===== src/rtl/rv32_mdu_seq_if.sv =====
// rtl/rv32_mdu_seq_if.sv - request/response and shared-ALU signal bundle for rv32_mdu_seq
//
// Signals:
//   start, op[1:0], a[31:0], b[31:0], kill  : request from the pipeline
//   ready, done, result[31:0]               : status and response to the pipeline
//   alu_da, alu_db[31:0], alu_ctr[3:0]      : operands and control driven to the shared ALU
//   alu_result[31:0]                        : combinational ALU result, same cycle
// Modports: slave (the MDU), master (pipeline plus ALU side).
interface rv32_mdu_seq_if;
    logic        start;
    logic [1:0]  op;
    logic [31:0] a;
    logic [31:0] b;
    logic        kill;
    logic        ready;
    logic        done;
    logic [31:0] result;
    logic [31:0] alu_da;
    logic [31:0] alu_db;
    logic [3:0]  alu_ctr;
    logic [31:0] alu_result;

    modport slave (
        input  start, op, a, b, kill, alu_result,
        output ready, done, result, alu_da, alu_db, alu_ctr
    );

    modport master (
        output start, op, a, b, kill, alu_result,
        input  ready, done, result, alu_da, alu_db, alu_ctr
    );
endinterface


===== src/rtl/rv32_mdu_seq.sv =====
// rtl/rv32_mdu_seq.sv - sequential unsigned multiply/divide unit sharing one 32-bit ALU
//
// Ports:
//   clk  : rising-edge clock
//   rst  : synchronous active-high reset
//   bus  : rv32_mdu_seq_if.slave (start/op/a/b/kill in, ready/done/result out,
//          alu_da/alu_db/alu_ctr out to the shared ALU, alu_result back in)
// Parameters: ALU_ADD, ALU_SLTU (ALU control codes).
// Build option: MDU_DIV_EN enables the DIVU/REMU datapath; without it DIVU/REMU
// finish one cycle after acceptance with result 0.
// One bit iteration takes two cycles (PH_A, PH_B); 32 iterations, then FIN.
module rv32_mdu_seq #(
    parameter logic [3:0] ALU_ADD  = 4'b0000,
    parameter logic [3:0] ALU_SLTU = 4'b1010
) (
    input  logic           clk,
    input  logic           rst,
    rv32_mdu_seq_if.slave  bus
);

    typedef enum logic [1:0] {IDLE, PH_A, PH_B, FIN} state_t;

    state_t      state, state_nx;
    logic [1:0]  op_q;
    logic [31:0] mcand;      // multiplicand or divisor
    logic [31:0] hi;         // product high word or partial remainder
    logic [31:0] lo;         // multiplier (shifts right) or dividend (static)
    logic [31:0] sum;
    logic [31:0] result_q;
    logic [31:0] fin_val;
    logic [4:0]  count;
    logic        accept;
    logic        skip;       // request that goes straight to FIN

`ifdef MDU_DIV_EN
    logic [31:0] quot;
    logic        ge_q;
    logic [32:0] rs;
    logic        ge;

    assign rs   = {hi, lo[5'd31 - count]};
    assign ge   = rs[32] | ~bus.alu_result[0];
    assign skip = bus.op[1] && (bus.b == 32'd0);
`else
    assign skip = bus.op[1];
`endif

    assign accept = (state == IDLE) && bus.start && !bus.kill;

    always_comb begin
        case (op_q)
            2'b00:   fin_val = lo;
            2'b01:   fin_val = hi;
`ifdef MDU_DIV_EN
            2'b10:   fin_val = quot;
            default: fin_val = hi;
`else
            default: fin_val = 32'd0;
`endif
        endcase
    end

    always_ff @(posedge clk) begin
        if (rst) state <= IDLE;
        else     state <= state_nx;
    end

    always_comb begin
        state_nx    = state;
        bus.ready   = 1'b0;
        bus.done    = 1'b0;
        bus.result  = result_q;
        bus.alu_ctr = ALU_ADD;
        bus.alu_da  = 32'd0;
        bus.alu_db  = 32'd0;
        case (state)
            IDLE: begin
                bus.ready = 1'b1;
                if (accept) state_nx = skip ? FIN : PH_A;
            end
            PH_A: begin
                state_nx = bus.kill ? IDLE : PH_B;
`ifdef MDU_DIV_EN
                if (op_q[1]) begin
                    bus.alu_ctr = ALU_SLTU;
                    bus.alu_da  = rs[31:0];
                    bus.alu_db  = mcand;
                end else
`endif
                begin
                    bus.alu_da  = hi;
                    bus.alu_db  = lo[0] ? mcand : 32'd0;
                end
            end
            PH_B: begin
                if (bus.kill)          state_nx = IDLE;
                else if (count == 5'd31) state_nx = FIN;
                else                   state_nx = PH_A;
`ifdef MDU_DIV_EN
                if (op_q[1]) begin
                    bus.alu_da  = rs[31:0];
                    bus.alu_db  = ~mcand + 32'd1;
                end else
`endif
                begin
                    // sum < mcand after adding mcand means the add carried out
                    bus.alu_ctr = ALU_SLTU;
                    bus.alu_da  = sum;
                    bus.alu_db  = mcand;
                end
            end
            default: begin
                state_nx = IDLE;
                if (!bus.kill) begin
                    bus.done   = 1'b1;
                    bus.result = fin_val;
                end
            end
        endcase
    end

    always_ff @(posedge clk) begin
        if (rst) begin
            op_q     <= 2'b00;
            mcand    <= 32'd0;
            hi       <= 32'd0;
            lo       <= 32'd0;
            sum      <= 32'd0;
            count    <= 5'd0;
            result_q <= 32'd0;
`ifdef MDU_DIV_EN
            quot     <= 32'd0;
            ge_q     <= 1'b0;
`endif
        end else begin
            case (state)
                IDLE: if (accept) begin
                    op_q  <= bus.op;
                    count <= 5'd0;
                    mcand <= bus.op[1] ? bus.b : bus.a;
                    lo    <= bus.op[1] ? bus.a : bus.b;
                    hi    <= 32'd0;
`ifdef MDU_DIV_EN
                    // divide by zero: preload the architectural answers
                    quot  <= skip ? 32'hFFFF_FFFF : 32'd0;
                    if (skip) hi <= bus.a;
`endif
                end
                PH_A: if (!bus.kill) begin
`ifdef MDU_DIV_EN
                    if (op_q[1]) ge_q <= ge;
                    else
`endif
                    sum <= bus.alu_result;
                end
                PH_B: if (!bus.kill) begin
                    count <= count + 5'd1;
`ifdef MDU_DIV_EN
                    if (op_q[1]) begin
                        hi   <= ge_q ? bus.alu_result : rs[31:0];
                        quot <= {quot[30:0], ge_q};
                    end else
`endif
                    {hi, lo} <= {lo[0] & bus.alu_result[0], sum, lo[31:1]};
                end
                default: if (!bus.kill) result_q <= fin_val;
            endcase
        end
    end

endmodule


===== src/flat_wrapper.sv =====
// flat-port wrapper written by rule: the top's interface ports become plain ports
module rv32_mdu_seq_flat 
#(
    parameter logic [3:0] ALU_ADD  = 4'b0000,
    parameter logic [3:0] ALU_SLTU = 4'b1010
)
  (clk, rst, bus_start, bus_op, bus_a, bus_b, bus_kill, bus_alu_result, bus_ready, bus_done, bus_result, bus_alu_da, bus_alu_db, bus_alu_ctr);
  rv32_mdu_seq_if bus_i ();
  input  logic clk;
  input  logic rst;
  input wire logic [$bits(bus_i.start)-1:0] bus_start;
  input wire logic [$bits(bus_i.op)-1:0] bus_op;
  input wire logic [$bits(bus_i.a)-1:0] bus_a;
  input wire logic [$bits(bus_i.b)-1:0] bus_b;
  input wire logic [$bits(bus_i.kill)-1:0] bus_kill;
  input wire logic [$bits(bus_i.alu_result)-1:0] bus_alu_result;
  output wire logic [$bits(bus_i.ready)-1:0] bus_ready;
  output wire logic [$bits(bus_i.done)-1:0] bus_done;
  output wire logic [$bits(bus_i.result)-1:0] bus_result;
  output wire logic [$bits(bus_i.alu_da)-1:0] bus_alu_da;
  output wire logic [$bits(bus_i.alu_db)-1:0] bus_alu_db;
  output wire logic [$bits(bus_i.alu_ctr)-1:0] bus_alu_ctr;
  assign bus_i.start = bus_start;
  assign bus_i.op = bus_op;
  assign bus_i.a = bus_a;
  assign bus_i.b = bus_b;
  assign bus_i.kill = bus_kill;
  assign bus_i.alu_result = bus_alu_result;
  assign bus_ready = bus_i.ready;
  assign bus_done = bus_i.done;
  assign bus_result = bus_i.result;
  assign bus_alu_da = bus_i.alu_da;
  assign bus_alu_db = bus_i.alu_db;
  assign bus_alu_ctr = bus_i.alu_ctr;
  rv32_mdu_seq #(.ALU_ADD(ALU_ADD), .ALU_SLTU(ALU_SLTU)) u_core (.clk(clk), .rst(rst), .bus(bus_i));
endmodule

===== config.mk =====
export PLATFORM = sky130hd
export DESIGN_NAME = rv32_mdu_seq_flat
export DESIGN_NICKNAME = d
export VERILOG_FILES = /design/src/rtl/rv32_mdu_seq_if.sv /design/src/rtl/rv32_mdu_seq.sv /design/src/flat_wrapper.sv
export SDC_FILE = /design/constraint.sdc
export NUM_CORES = 1
export LEC_CHECK = 0
export ABC_CLOCK_PERIOD_IN_PS = 1750
export BUFFER_PORTS_ARGS = -buffer_cell sky130_fd_sc_hd__buf_2
export CAP_MARGIN = 20
export CELL_PAD_IN_SITES_DETAIL_PLACEMENT = 1
export CELL_PAD_IN_SITES_GLOBAL_PLACEMENT = 2
export CORE_MARGIN = 2
export CORE_UTILIZATION = 28
export DETAILED_ROUTE_END_ITERATION = 8
export PLACE_DENSITY = 0.8
export SYNTH_ARGS = -nofsm -noshare
export SYNTH_HDL_FRONTEND = slang
export SYNTH_SLANG_ARGS = --single-unit

===== constraint.sdc =====
create_clock -name clk -period 1.75 [get_ports clk]
set_input_delay 0.2625 -clock clk [delete_from_list [all_inputs] [get_ports clk]]
set_output_delay 0.2625 -clock clk [all_outputs]
set_load 0.02 [all_outputs]

==> flow_summary.json <==
{
  "synth_ff_type": "dfxtp_1",
  "fill_cells": 3462,
  "port_buffers": 201,
  "postRouteAntennaNets": 0,
  "netSwitchingPower_w": 0.00299,
  "io_pins": 204,
  "drive_gt1_frac": 0.414,
  "final_core_util": 0.418,
  "setup_viol": 135,
  "vias": 8075,
  "synth_area_leaders": "dfxtp_1 (40%), nand2_1 (11%), mux2i_1 (7.9%)",
  "htreeDepth": 4,
  "grt_setup_unrepaired": "yes",
  "cts_buffers": 17,
  "finalHoldViolCount": 0,
  "fmax_ghz": 0.464,
  "pwr-share-clk": 0.377,
  "critPathSlowestCell": "dfxtp_4",
  "violations": "negative setup slack",
  "synth_top_area_frac": 0.405,
  "area_growth_pct": 47.6,
  "cts.sinks": 169,
  "clk_pin_slew_ns": 0.07,
  "syn-instance-count": 1026,
  "vdd_ir_drop_max_mv": 0.666,
  "rows": 63,
  "hpwl_mm": 19.3,
  "grt_max_degree": 76,
  "async_flop_share": 0,
  "cts_hold_buf": 0,
  "drc": 0,
  "synth_top_cell_by_area": "dfxtp_1",
  "nets": 1348,
  "grt_pass1_vias": 7972,
  "overflow": 0,
  "synth_cell_types": 40,
  "yosysSeqAreaShare": 0.405,
  "total_leakage_power_nw": 5.28,
  "wl_mm": 30.4,
  "cts_tree": "yes",
  "combPwrFrac": 0.212,
  "swShare": 0.297,
  "power-per-cell-area_nw_per_um2": 816,
  "grt_use_total": 0.184,
  "rr_worst_depth": 10,
  "antennaDiodeCount": 0,
  "via_per_inst": 4.92,
  "fin_total_pwr_w": 0.0101,
  "drtIter0Drc": 332,
  "avgSynthCellArea_um2": 8.15,
  "synthTopCellsByCount": "nand2_1 (256), dfxtp_1 (169), a21oi_1 (104)",
  "synth_edf_count": 0,
  "die_w_um": 177,
  "critical_path_class": "register to primary output",
  "die_h_um": 177,
  "slew_viol_final": 0,
  "worstPathCellList": "buf_4 > ha_4 > a21oi_4 > nor2b_4 > buf_12 > and2_2 > buf_2",
  "crit_path_end_kind": "primary output",
  "wl_per_cell_um": 18.5,
  "run_status": "finished with violations",
  "setup_slack_ns": -0.404,
  "die-area_um2": 31300,
  "synth.most_common_cell": "nand2_1",
  "clk_latency_ns": 0.44,
  "critPathMaxStageDelay_ns": 0.37,
  "worstPathRequired_ns": 1.49,
  "hold_depth": 3,
  "start_util": 0.283,
  "netlist_area_um2": 8360,
  "drt_first_pass_iters": 4,
  "grt_pass1_wl_mm": 45.0,
  "drv_cap": 0,
  "fp.coreArea_um2": 29600,
  "cts_buffer_depth": 2,
  "gp_congestion": 0.751,
  "period_share": 1.23,
  "hp-class": "input pin to register",
  "arrival_ns": 1.89,
  "antenna_found_initial": 2,
  "root_buffer": "clkbuf_16",
  "start_kind": "register",
  "cp_max_fo": 32,
  "p_int_w": 0.00708,
  "ys_warn_count": 0,
  "ys_seq_elements": 169,
  "fin_crit_ns": 2.15,
  "seqPwrFrac": 0.411,
  "skew_ns": 0.0109
}
==> registers in the layout (all words and copies together), names as in the netlist <==
register and count:
u_core.state 2, u_core.sum 32, u_core.op_q 2, u_core.lo 32
u_core.result_q 32, u_core.count 5, u_core.mcand 32, u_core.hi 32
==> what timing repair did <==
| action | 4_1_cts | 5_1_grt |
|---|---|---|
| pin swaps | 27 | 64 |
| resized for setup | 192 | 159 |
| cloned | 7 | 9 |
| endpoints found under the setup margin | 173 | 114 |
| buffers inserted | 14 | 22 |
==> layout by cell type (no fill, tap or decap), drive strengths merged, types with 2 or more instances in the layout <==
master,count
a21oi,105
clkbuf,28
nor2b,2
or4,3
a22o,32
a211oi,32
buf,281
nand2,256
nand4,2
clkinvlp,4
conb,2
nor2,34
or3,32
nand3,2
and3,2
ha,7
o21ai,68
nand2b,4
mux2,33
mux2i,68
clkinv,3
dfxtp,169
and2,32
inv,8
a21boi,32
==> worst paths after layout <==
path | start | endpoint | slack, ns
worst max-delay path | u_core.state[0]$_SDFFE_PP0P_ | bus_alu_db[22] | -0.40
worst min-delay path | bus_alu_result[20] | u_core.sum[20]$_SDFFE_PP0N_ | 0.05
worst max register to register | u_core.state[1]$_SDFFE_PP0P_ | u_core.count[0]$_SDFFE_PP0P_ | -0.27
worst min register to register | u_core.sum[26]$_SDFFE_PP0N_ | u_core.sum[26]$_SDFFE_PP0N_ | 0.46
==> area by class of cell <==
cell class	count	area (um2)	share of cell area
clock inverters	11	115	0.00932
clock buffers	21	450	0.0365
well taps	390	488	0.0395
inverters	5	21.3	0.00172
flip-flops and latches	169	3390	0.275
repair buffers	288	2630	0.213
multi-input cells	758	5250	0.425
==> cells by family after synthesis <==
| group | Yosys count | share of synthesized area |
|---|---|---|
| fa+ha+maj | 7 | 0.0105 |
| compound gates | 275 | 0.202 |
| other cells | 1 | 0.000448 |
| simple gates | 373 | 0.194 |
| flops | 169 | 0.405 |
| buf+inv | 101 | 0.0621 |
| mux | 100 | 0.127 |
==> power by group through the flow <==
stage | Sequential, W | Clock [W] | Combinational (W)
floorplan | 0.00416 | 0 | 0.000970
global placement | 0.00420 | 0 | 0.00146
detailed placement | 0.00421 | 0 | 0.00149
CTS | 0.00413 | 0.00387 | 0.00180
global route | 0.00416 | 0.00399 | 0.00231
finish | 0.00414 | 0.00379 | 0.00214
==> metal layers <==
layer	global-route usage	up-vias	share of wire
met2	0.299	176	0.47
met4	0.0441	4	0.010
li1	-	3954	-
met1	0.257	3917	0.48
met5	0	-	0.00076
met3	0.0281	24	0.043
==> per-stage QoR <==
stage	setup slack, ns	hold WS, ns	instances	instance area (um2)	TNS [ns]
2_1_floorplan	-0.0544	0.398	1027	8410	-2.65
3_3_place_gp	-0.0677	0.442	1562	9950	-0.236
3_5_place_dp	-0.0944	0.447	1562	9950	-3.26
4_1_cts	-0.380	0.0410	1615	11400	-33.07
5_1_grt	-0.443	0.0616	1642	12300	-42.11
6_report	-0.404	0.0545	1642	12300	-33.62
==> critical path: cells and delay by family, from the launching register on <==
kind / cells / cell delay (ns)
flip-flops: 1 / 0.37
AO/OA/AOI/OAI: 1 / 0.18
buffers and inverters: 3 / 0.44
adder cells (fa/ha/maj): 1 / 0.19
AND/OR/NAND/NOR: 2 / 0.26
Note: power is estimated with default switching activity, not from simulation.
